[src/rtl/ama_riscv_muldiv.sv]
// RV32M multiply/divide unit for the EX stage: radix-2 shift-add multiply and restoring divide.
// Define MULDIV_FAST_MUL_EN to compute MUL* with one registered XLEN x XLEN product.
module ama_riscv_muldiv #(
  parameter int unsigned XLEN  = 32,
  parameter int unsigned TAG_W = 5
) (
  input  logic             clk,
  input  logic             rst_n,
  input  logic             req_valid,
  output logic             req_ready,
  input  logic [2:0]       req_op,
  input  logic [XLEN-1:0]  req_a,
  input  logic [XLEN-1:0]  req_b,
  input  logic [TAG_W-1:0] req_tag,
  input  logic             flush,
  output logic             resp_valid,
  input  logic             resp_ready,
  output logic [XLEN-1:0]  resp_result,
  output logic [TAG_W-1:0] resp_tag,
  output logic             busy
);
  localparam int unsigned CNT_W = $clog2(XLEN) + 1;
  localparam int unsigned AW    = 2 * XLEN;

  localparam logic [2:0] OP_MUL    = 3'b000;
  localparam logic [2:0] OP_MULH   = 3'b001;
  localparam logic [2:0] OP_MULHSU = 3'b010;
  localparam logic [2:0] OP_MULHU  = 3'b011;
  localparam logic [2:0] OP_DIV    = 3'b100;
  localparam logic [2:0] OP_DIVU   = 3'b101;
  localparam logic [2:0] OP_REMU   = 3'b111;
  localparam logic [XLEN-1:0] MIN_NEG = {1'b1, {(XLEN-1){1'b0}}};

  typedef enum logic [1:0] {S_IDLE = 2'd0, S_BUSY = 2'd1, S_DONE = 2'd2} state_t;

  state_t           state_q, state_d;
  logic [CNT_W-1:0] cnt_q, cnt_d;
  logic [2:0]       op_q, op_d;
  logic [XLEN-1:0]  dvs_q, dvs_d;   // multiplicand or divisor magnitude
  logic [AW-1:0]    acc_q, acc_d;   // {product hi, multiplier/product lo} or {remainder, quotient}
  logic             neg_q, neg_d;
  logic             spec_q, spec_d;
  logic [XLEN-1:0]  result_q, result_d;
  logic [TAG_W-1:0] tag_q, tag_d;

  logic             a_signed, b_signed, a_neg, b_neg, b_zero, ovf, special;
  logic [XLEN-1:0]  mag_a, mag_b, spec_res;
  logic [AW-1:0]    mul_step, div_step, step_acc, prod_s;
  logic [XLEN:0]    div_shift, div_diff;
  logic [XLEN-1:0]  quo_s, rem_s, fin;
`ifndef MULDIV_FAST_MUL_EN
  logic [XLEN:0]    mul_sum;
`endif

  // Request decode: operand magnitudes, result sign and the no-iteration divide cases
  always_comb begin
    a_signed = (req_op != OP_MULHU) && (req_op != OP_DIVU) && (req_op != OP_REMU);
    b_signed = a_signed && (req_op != OP_MULHSU);
    a_neg    = a_signed & req_a[XLEN-1];
    b_neg    = b_signed & req_b[XLEN-1];
    mag_a    = a_neg ? (~req_a + XLEN'(1)) : req_a;
    mag_b    = b_neg ? (~req_b + XLEN'(1)) : req_b;
    b_zero   = (req_b == '0);
    ovf      = (req_a == MIN_NEG) && (req_b == '1);
    special  = req_op[2] && (b_zero || (ovf && !req_op[0]));
    if (b_zero) spec_res = req_op[1] ? req_a : '1;
    else        spec_res = req_op[1] ? '0 : MIN_NEG;
  end

  // One iteration of the datapath and the signed result it would produce
  always_comb begin
`ifdef MULDIV_FAST_MUL_EN
    mul_step = (cnt_q == CNT_W'(XLEN - 1)) ? acc_q : AW'(dvs_q) * AW'(acc_q[XLEN-1:0]);
`else
    mul_sum  = {1'b0, acc_q[AW-1:XLEN]} + (acc_q[0] ? {1'b0, dvs_q} : '0);
    mul_step = {mul_sum, acc_q[XLEN-1:1]};
`endif
    div_shift = {acc_q[AW-1:XLEN], acc_q[XLEN-1]};
    div_diff  = div_shift - {1'b0, dvs_q};
    div_step  = div_diff[XLEN] ? {div_shift[XLEN-1:0], acc_q[XLEN-2:0], 1'b0}
                               : {div_diff[XLEN-1:0], acc_q[XLEN-2:0], 1'b1};
    if (spec_q)        step_acc = acc_q;
    else if (op_q[2])  step_acc = div_step;
    else               step_acc = mul_step;
    prod_s = neg_q ? (~step_acc + AW'(1)) : step_acc;
    quo_s  = neg_q ? (~step_acc[XLEN-1:0] + XLEN'(1)) : step_acc[XLEN-1:0];
    rem_s  = neg_q ? (~step_acc[AW-1:XLEN] + XLEN'(1)) : step_acc[AW-1:XLEN];
    if (spec_q) fin = step_acc[XLEN-1:0];
    else begin
      case (op_q)
        OP_MUL:                       fin = prod_s[XLEN-1:0];
        OP_MULH, OP_MULHSU, OP_MULHU: fin = prod_s[AW-1:XLEN];
        OP_DIV, OP_DIVU:              fin = quo_s;
        default:                      fin = rem_s;
      endcase
    end
  end

  // Next-state and register updates
  always_comb begin
    state_d  = state_q;
    cnt_d    = cnt_q;
    op_d     = op_q;
    dvs_d    = dvs_q;
    acc_d    = acc_q;
    neg_d    = neg_q;
    spec_d   = spec_q;
    result_d = result_q;
    tag_d    = tag_q;
    case (state_q)
      S_IDLE: begin
        if (req_valid && !flush) begin
          state_d = S_BUSY;
          op_d    = req_op;
          tag_d   = req_tag;
          spec_d  = special;
          neg_d   = (req_op[2] && req_op[1]) ? a_neg : (a_neg ^ b_neg);
          dvs_d   = req_op[2] ? mag_b : mag_a;
          if (special) begin
            acc_d = {{XLEN{1'b0}}, spec_res};
            cnt_d = CNT_W'(XLEN - 1);
          end else begin
            acc_d = {{XLEN{1'b0}}, (req_op[2] ? mag_a : mag_b)};
`ifdef MULDIV_FAST_MUL_EN
            cnt_d = req_op[2] ? '0 : CNT_W'(XLEN - 2);
`else
            cnt_d = '0;
`endif
          end
        end
      end
      S_BUSY: begin
        if (flush) state_d = S_IDLE;
        else begin
          acc_d = step_acc;
          cnt_d = cnt_q + CNT_W'(1);
          if (cnt_q == CNT_W'(XLEN - 1)) begin
            state_d  = S_DONE;
            result_d = fin;
          end
        end
      end
      S_DONE: begin
        if (flush || resp_ready) state_d = S_IDLE;
      end
      default: state_d = S_IDLE;
    endcase
  end

  always_ff @(posedge clk or negedge rst_n) begin
    if (!rst_n) begin
      state_q  <= S_IDLE;
      cnt_q    <= '0;
      op_q     <= '0;
      dvs_q    <= '0;
      acc_q    <= '0;
      neg_q    <= 1'b0;
      spec_q   <= 1'b0;
      result_q <= '0;
      tag_q    <= '0;
    end else begin
      state_q  <= state_d;
      cnt_q    <= cnt_d;
      op_q     <= op_d;
      dvs_q    <= dvs_d;
      acc_q    <= acc_d;
      neg_q    <= neg_d;
      spec_q   <= spec_d;
      result_q <= result_d;
      tag_q    <= tag_d;
    end
  end

  assign req_ready   = (state_q == S_IDLE);
  assign busy        = (state_q != S_IDLE);
  assign resp_valid  = (state_q == S_DONE);
  assign resp_result = result_q;
  assign resp_tag    = tag_q;

endmodule

[config.mk]
export PLATFORM = sky130hd
export DESIGN_NAME = ama_riscv_muldiv
export DESIGN_NICKNAME = d
export VERILOG_FILES = /design/src/rtl/ama_riscv_muldiv.sv
export SDC_FILE = /design/constraint.sdc
export NUM_CORES = 1
export LEC_CHECK = 0
export ABC_AREA = 1
export CAP_MARGIN = 5
export CORE_MARGIN = 1
export CORE_UTILIZATION = 40
export DETAILED_ROUTE_END_ITERATION = 8
export GPL_ROUTABILITY_DRIVEN = 0
export PLACE_DENSITY = 0.65
export SLEW_MARGIN = 15
export SYNTH_ARGS = -nofsm -noshare
export SYNTH_HDL_FRONTEND = slang
export SYNTH_SLANG_ARGS = --single-unit
[constraint.sdc]
create_clock -name clk -period 4.45 [get_ports clk]
set_input_delay 0.89 -clock clk [delete_from_list [all_inputs] [get_ports clk]]
set_output_delay 0.89 -clock clk [all_outputs]
set_load 0.005 [all_outputs]
# After elaboration in Yosys (flattened, before gate mapping)
# Cells that the tools add are included.
[totals]
elab_cells = 97
ram_bits = 0
out_inout_bits = 40
input_bits = 77
mem_count = 0
register_bits = 146
latchBits = 0
romBits = 0
[classes]
n_bitwise = 9
n_mul = 0
add_sub_neg = 8
muxes = 30
shifts = 0
order_cmp = 0
eq_ne = 18
n_reduce_logical = 23
div = 0
[op_table]
columns = ["op", "count"]
rows = [
  ["two-way mux 32 bit", 12],
  ["two-way mux 64 bit", 6],
  ["adder 32 x 1 -> 32 bit, second input constant", 4],
  ["NOT 32 bit", 4],
  ["case mux 64 bit (2 select lines)", 1],
  ["case mux 32 bit (3 select lines)", 1],
  ["adder 64 x 1 -> 64 bit, second input constant", 1],
  ["equality test 32 bit, second input constant", 2],
  ["NOT 64 bit", 1],
  ["adder 32 x 32 -> 33 bit", 1],
  ["subtractor 33 x 32 -> 33 bit", 1],
  ["zero test 32 bit", 1],
  ["two-way mux 6 bit", 2],
  ["case mux 6 bit (2 select lines)", 1],
  ["inequality test 3 bit, second input constant", 3],
  ["AND reduction 3 bit", 3],
  ["logical AND 1 bit", 8],
  ["two-way mux 2 bit", 4],
  ["adder 6 x 1 -> 6 bit, second input constant", 1],
  ["equality test 3 x 2 -> 1 bit, second input constant", 2],
  ["equality test 3 bit, second input constant", 2],
  ["equality test 6 x 5 -> 1 bit, second input constant", 1],
  ["inequality test 3 x 2 -> 1 bit, second input constant", 2],
  ["case mux 2 bit (3 select lines)", 1],
  ["18 further kinds", 23],
]

# Depth between registers and ports, before layout
[logic_depth]
depth_word = 10
ltp_mapped = 33
ltp_nobuf = 33

# Least setup slack after synthesis
# Ideal clock, no wire load.
[synth_timing]
path_type = "flip-flop to flip-flop"
from = "register acc_q[31]"
to = "register result_q[28], in the netlist resp_result[28]"
setup_time_ns = 0.121
synth_period_minus_slack_ns = 3.836
path_buffers = 0
arrival_ns = 3.715
t_required_ns = 4.329
path_stages_with_launch = 32
slack_ns = 0.614
cell_sequence = "dfrtp_1 inv_1 ha_1 inv_1 fa_1 nand2_1 nand2_1 nand3_1 nand2_2 nand2_2 nand2_2 nand2_4 nand3_2 nand2_4 o21ai_0 o21ai_2 ha_1 nand3_1 nor3_2 nand4_1 nor2_1 inv_1 nor2_1 nand3_1 nand2_2 inv_1 nor2_4 nand3_1 nand3_1 nand2_1 o21bai_1 nand2_1"
[synth_between]
elab_chain_cells = 9
word_cells_on_any_way = 15
cone_classes = "4 x add/sub; 8 x mux; 3 x bitwise"
[synth_lines]
columns = ["item", "line", "source"]
rows = [
  ["from (decl)", "40", "logic [AW-1:0] acc_q, acc_d;"],
  ["from (signal assigned)", "156", "acc_q <= '0;"],
  ["from (signal assigned)", "166", "acc_q <= acc_d;"],
  ["subtractor 33 x 32 -> 33 bit", "79", "div_diff = div_shift - {1'b0, dvs_q};"],
  ["two-way mux 64 bit", "80", "div_step = div_diff[XLEN] ? {div_shift[XLEN-1:0], acc_q[XLEN-2:0], 1'b0}"],
  ["two-way mux 64 bit", "83", "else if (op_q[2]) step_acc = div_step;"],
  ["two-way mux 64 bit *", "82", "if (spec_q) step_acc = acc_q;"],
  ["NOT 64 bit, or another cell as far along", "85", "prod_s = neg_q ? (~step_acc + AW'(1)) : step_acc;"],
  ["adder 64 x 1 -> 64 bit, or another cell as far along", "85", ""],
  ["two-way mux 64 bit, or another cell as far along", "85", ""],
  ["case mux 32 bit (3 select lines) *", "90", "case (op_q)"],
  ["two-way mux 32 bit *", "88", "if (spec_q) fin = step_acc[XLEN-1:0];"],
  ["to (signal assigned)", "169", "result_q <= result_d;"],
  ["to (decl)", "43", "logic [XLEN-1:0] result_q, result_d;"],
]
# Every way passes the cells marked *; elsewhere a longest branch is shown, timed or not.
# A chain may end at the register's enable or synchronous reset.

# Worst setup path in the final report
[layout_timing]
from = "register acc_q[31]"
to = "register result_q[26], in the netlist resp_result[26]"
# The elaborated chain is that of the path after synthesis.

==> results list <==
- Fmax achieved: 242 MHz
* Starting density of the core: 41.0%
- In this run the tool buffered the top-level ports with 116 buffer cells.
- Cell at the root of the clock tree: sky130_fd_sc_hd__clkbuf_16
- Of the cells placed in the final design, the portion with a size suffix greater than 1 is 8.63%.
* Average cell area after synthesis: 5.79 sq um
* Netlist area before placement: 18,300 sq um
- Tot GR Track Use: 33.6%
- Power density over the cells: 848 nW/um^2
- Result of the run: finished, final reports clean
- Before antenna repair, the detailed router went through 8 iterations.
- Most used cells in the layout excluding fill and tap cells: sky130_fd_sc_hd__nand2_1 (946), sky130_fd_sc_hd__inv_1 (458), sky130_fd_sc_hd__nor2_1 (295)
- Across the routed clock network, the largest skew measured is 18.2 ps.
- Row generation in the floorplan step produced 77 rows.
- Gate Count Post-Synth: 3,155
- The first global-routing pass estimated 120,000 um of wire.
* Average wire length per cell after detail routing: 20.2 um
- Post-route clock period utilization: 92.8%
* Post-layout nets: 3,439
- Crit path DAT: 4490 ps
- Across the VDD grid, the largest voltage drop is 0.000536 V.
* Total via count after detailed routing: 21,900
- Vias in the first global route: 20,000
* Antenna violations before repair: 2
- Number of placed I/O pins: 117
- The die covers 46,600 sq um.
- CTS built an H-tree with a depth of 4.
* Die Span Y: 216 um
- Setup crit start kind: flip-flop
- The share of the Yosys chip area taken by registers is 20.0%.
- Most used cell, CP: sky130_fd_sc_hd__nand2_1
* Hold Slack: 459 ps
* Slew HR: 37.7%
* Synth Warn #: 0
- Worst slack, placed: 198 ps
- The total overflow left after global routing is 0.
* Clk slew on worst S/H paths: 70 ps
- Clock tree from TritonCTS: built
- Synth Net Count: 3,304
* HP Class: input pin to async pin
* Primary flip-flop cell chosen by synthesis mapping: sky130_fd_sc_hd__dfrtp_1
- For the worst setup path, the data required time is 4810 ps.
- The worst setup path is captured at a flip-flop.
* Maximum number of pins on one net before global-route repair: 84
* Number of buffers created by CTS: 17
- Clock latency reported for the late side of the worst-skew pair: 480 ps
* Fillcell total: 4,717
* Detail Route Antenna Nets: 0
* Layout area overhead: 16.0%
- Slew @ Worst Pin: 933 ps
- For this block, the initial DRC count from the detailed router was 2,535.
- Summed over all cells, the static leakage comes to 11.0 nW.
* Final Setup Violations: 0
* Via density per instance: 5.63
- In this design, the stage delay of the slowest critical-path cell is 400 ps.
- Critical Path Fanout Max: 4
* Clock period minus final worst setup slack: 4130 ps
* Final cell count without fillers: 3,896
- Max-cap violation count: 0
- Counting flops with an async set or reset pin after synthesis yields a share of 100%.
* WL final: 78,600 um
* DRC errors left: 0
* Cell with the largest stage delay on the worst path: sky130_fd_sc_hd__fa_2
* Final Hold Violating Endpoints: 0
* Die X-Extent: 216 um
- The max-slew violation count was 0.
* Placed wire-length estimate after detailed placement: 62,300 um
- Setup ws final: 321 ps
- Post-CTS Hold Buffers: 0
* Standard cell core area: 44,600 sq um
- The critical path in this run is classified as flip-flop to flip-flop.
- Number of register bits inferred by synthesis: 146
- Total number of clock tree sinks: 146
- Number of flops mapped to enable cells by yosys: 0
* Number of distinct library cell variants in the gate-level netlist after synthesis: 58
* Most frequent standard cell in the layout excluding fill and tap cells: sky130_fd_sc_hd__nand2_1
- Longest Clk Path Bufs: 2
* Cell total after placement: 3,857
==> synth_stat cells, types with 4 or more instances <==
cell type	number	area [sq um]
sky130_fd_sc_hd__dfrtp_1	146	3650
sky130_fd_sc_hd__inv_2	9	33.8
sky130_fd_sc_hd__o21ai_2	6	52.6
sky130_fd_sc_hd__o211ai_1	28	210
sky130_fd_sc_hd__nand2_2	38	238
sky130_fd_sc_hd__nand2_4	21	236
sky130_fd_sc_hd__clkbuf_1	74	278
sky130_fd_sc_hd__a22oi_1	18	135
sky130_fd_sc_hd__nand3_2	9	90.1
sky130_fd_sc_hd__clkinv_1	4	15.0
sky130_fd_sc_hd__o21a_1	4	30.0
sky130_fd_sc_hd__nor3_1	44	220
sky130_fd_sc_hd__xor2_1	74	648
sky130_fd_sc_hd__o2111ai_1	11	96.3
sky130_fd_sc_hd__a31oi_1	24	150
sky130_fd_sc_hd__nor4_1	7	43.8
sky130_fd_sc_hd__o21ai_1	9	45.0
sky130_fd_sc_hd__ha_1	70	876
sky130_fd_sc_hd__buf_1	11	41.3
sky130_fd_sc_hd__nor2_1	296	1110
sky130_fd_sc_hd__nand3b_1	12	90.1
sky130_fd_sc_hd__o221ai_1	20	175
sky130_fd_sc_hd__xnor2_1	23	201
sky130_fd_sc_hd__buf_2	20	100
sky130_fd_sc_hd__nand4_1	51	319
sky130_fd_sc_hd__o21ai_0	203	1020
sky130_fd_sc_hd__nor2_2	18	113
sky130_fd_sc_hd__or2_2	4	25.0
sky130_fd_sc_hd__nand3_1	240	1200
sky130_fd_sc_hd__o21bai_1	9	67.6
sky130_fd_sc_hd__inv_1	462	1730
sky130_fd_sc_hd__buf_6	5	56.3
sky130_fd_sc_hd__o22ai_1	40	250
sky130_fd_sc_hd__a21oi_1	159	796
sky130_fd_sc_hd__nand2_1	949	3560
==> sequential cells by signal, summed over array words and instances (netlist names) <==
register and flops:
op_q 3, state_q 2, neg_q 1, acc_q 64, dvs_q 32, spec_q 1, resp_tag 5, cnt_q 6
resp_result 32
==> layer usage <==
metal  share of wire, %  vias up  global-route usage (%)
met4                7.3        2                    22.1
met5              0.013        -                       0
met2                 41     1274                    48.4
met3                 11      232                    6.36
met1                 41     9945                    45.7
li1                   -    10500                       -
==> worst paths after layout <==
kind                       cells after the start                           to                     from  slack, ps
max in group asynchronous                      2           spec_q$_DFFE_PN0P_                    rst_n       3100
min in group clk                               2      resp_tag[3]$_DFFE_PN0P_  resp_tag[3]$_DFFE_PN0P_        480
setup reg to reg                              29  resp_result[26]$_DFFE_PN0P_    acc_q[31]$_DFFE_PN0P_        320
hold reg to reg                                2      resp_tag[3]$_DFFE_PN0P_  resp_tag[3]$_DFFE_PN0P_        480
hold / removal                                 1  resp_result[31]$_DFFE_PN0P_                    rst_n        460
setup / recovery                              29  resp_result[26]$_DFFE_PN0P_    acc_q[31]$_DFFE_PN0P_        320
==> cells by family (layout without fill, tap and decap cells) <==
group / Yosys count / in the layout / share of synthesized area, %
adders and majority gates: 72 / 72 / 5.01
and+or+nand+nor: 1699 / 1699 / 40.1
buffers and inverters: 590 / 738 / 12.6
other: 0 / 1 / 0
DFF: 146 / 146 / 20.0
AOI/OAI and AO/OA: 551 / 551 / 17.7
xor gates and xnor gates: 97 / 97 / 4.65
==> per-stage QoR <==
stage / util (%) / setup TNS [ps] / power [mW] / instance area, sq um
3_5_place_dp: 46.0 / 0 / 15.8 / 20500
5_1_grt: 47.6 / -11.5 / 19.3 / 21200
6_report: 47.6 / 0 / 18.0 / 21200
4_1_cts: 47.3 / 0 / 17.4 / 21100
3_3_place_gp: 46.0 / 0 / 15.8 / 20500
2_1_floorplan: - / 0 / 11.4 / 18300
==> repair_timing <==
| action | CTS | global route |
|---|---|---|
| setup buffers | 0 | 6 |
| setup endpoints to repair | 0 | 16 |
| gates resized for setup | 0 | 18 |
==> power breakdown <==
part / internal, mW / leakage [nW] / total [mW] / switching [mW]
combinational: 4.57 / 8.85 / 14.3 / 9.68
sequential: 1.73 / 1.90 / 2.18 / 0.451
clock: 0.816 / 0.294 / 1.56 / 0.746
total: 7.12 / 11.0 / 18.0 / 10.9
==> cell type report <==
| cell class | count | area, sq um | share of cell area, % |
|---|---|---|---|
| multi-input cells | 2419 | 12400 | 58.4 |
| flip-flops and latches | 146 | 3660 | 17.2 |
| repair buffers | 230 | 2030 | 9.57 |
| inverters | 476 | 1790 | 8.43 |
| well taps | 592 | 741 | 3.49 |
| clock buffers | 18 | 439 | 2.07 |
| clock inverters | 14 | 163 | 0.767 |
| diodes | 1 | 2.50 | 0.0118 |
==> worst max-delay path, delay by kind of cell, from the launching register on <==
kind                     cells  cell delay (ps)
AO/OA/AOI/OAI                3              250
XOR/XNOR                     1              180
adder cells (fa/ha/maj)      3              790
buffers and inverters        3              260
flip-flops                   1              380
AND/OR/NAND/NOR             19             2140
Note: power is estimated with default switching activity, not from simulation.
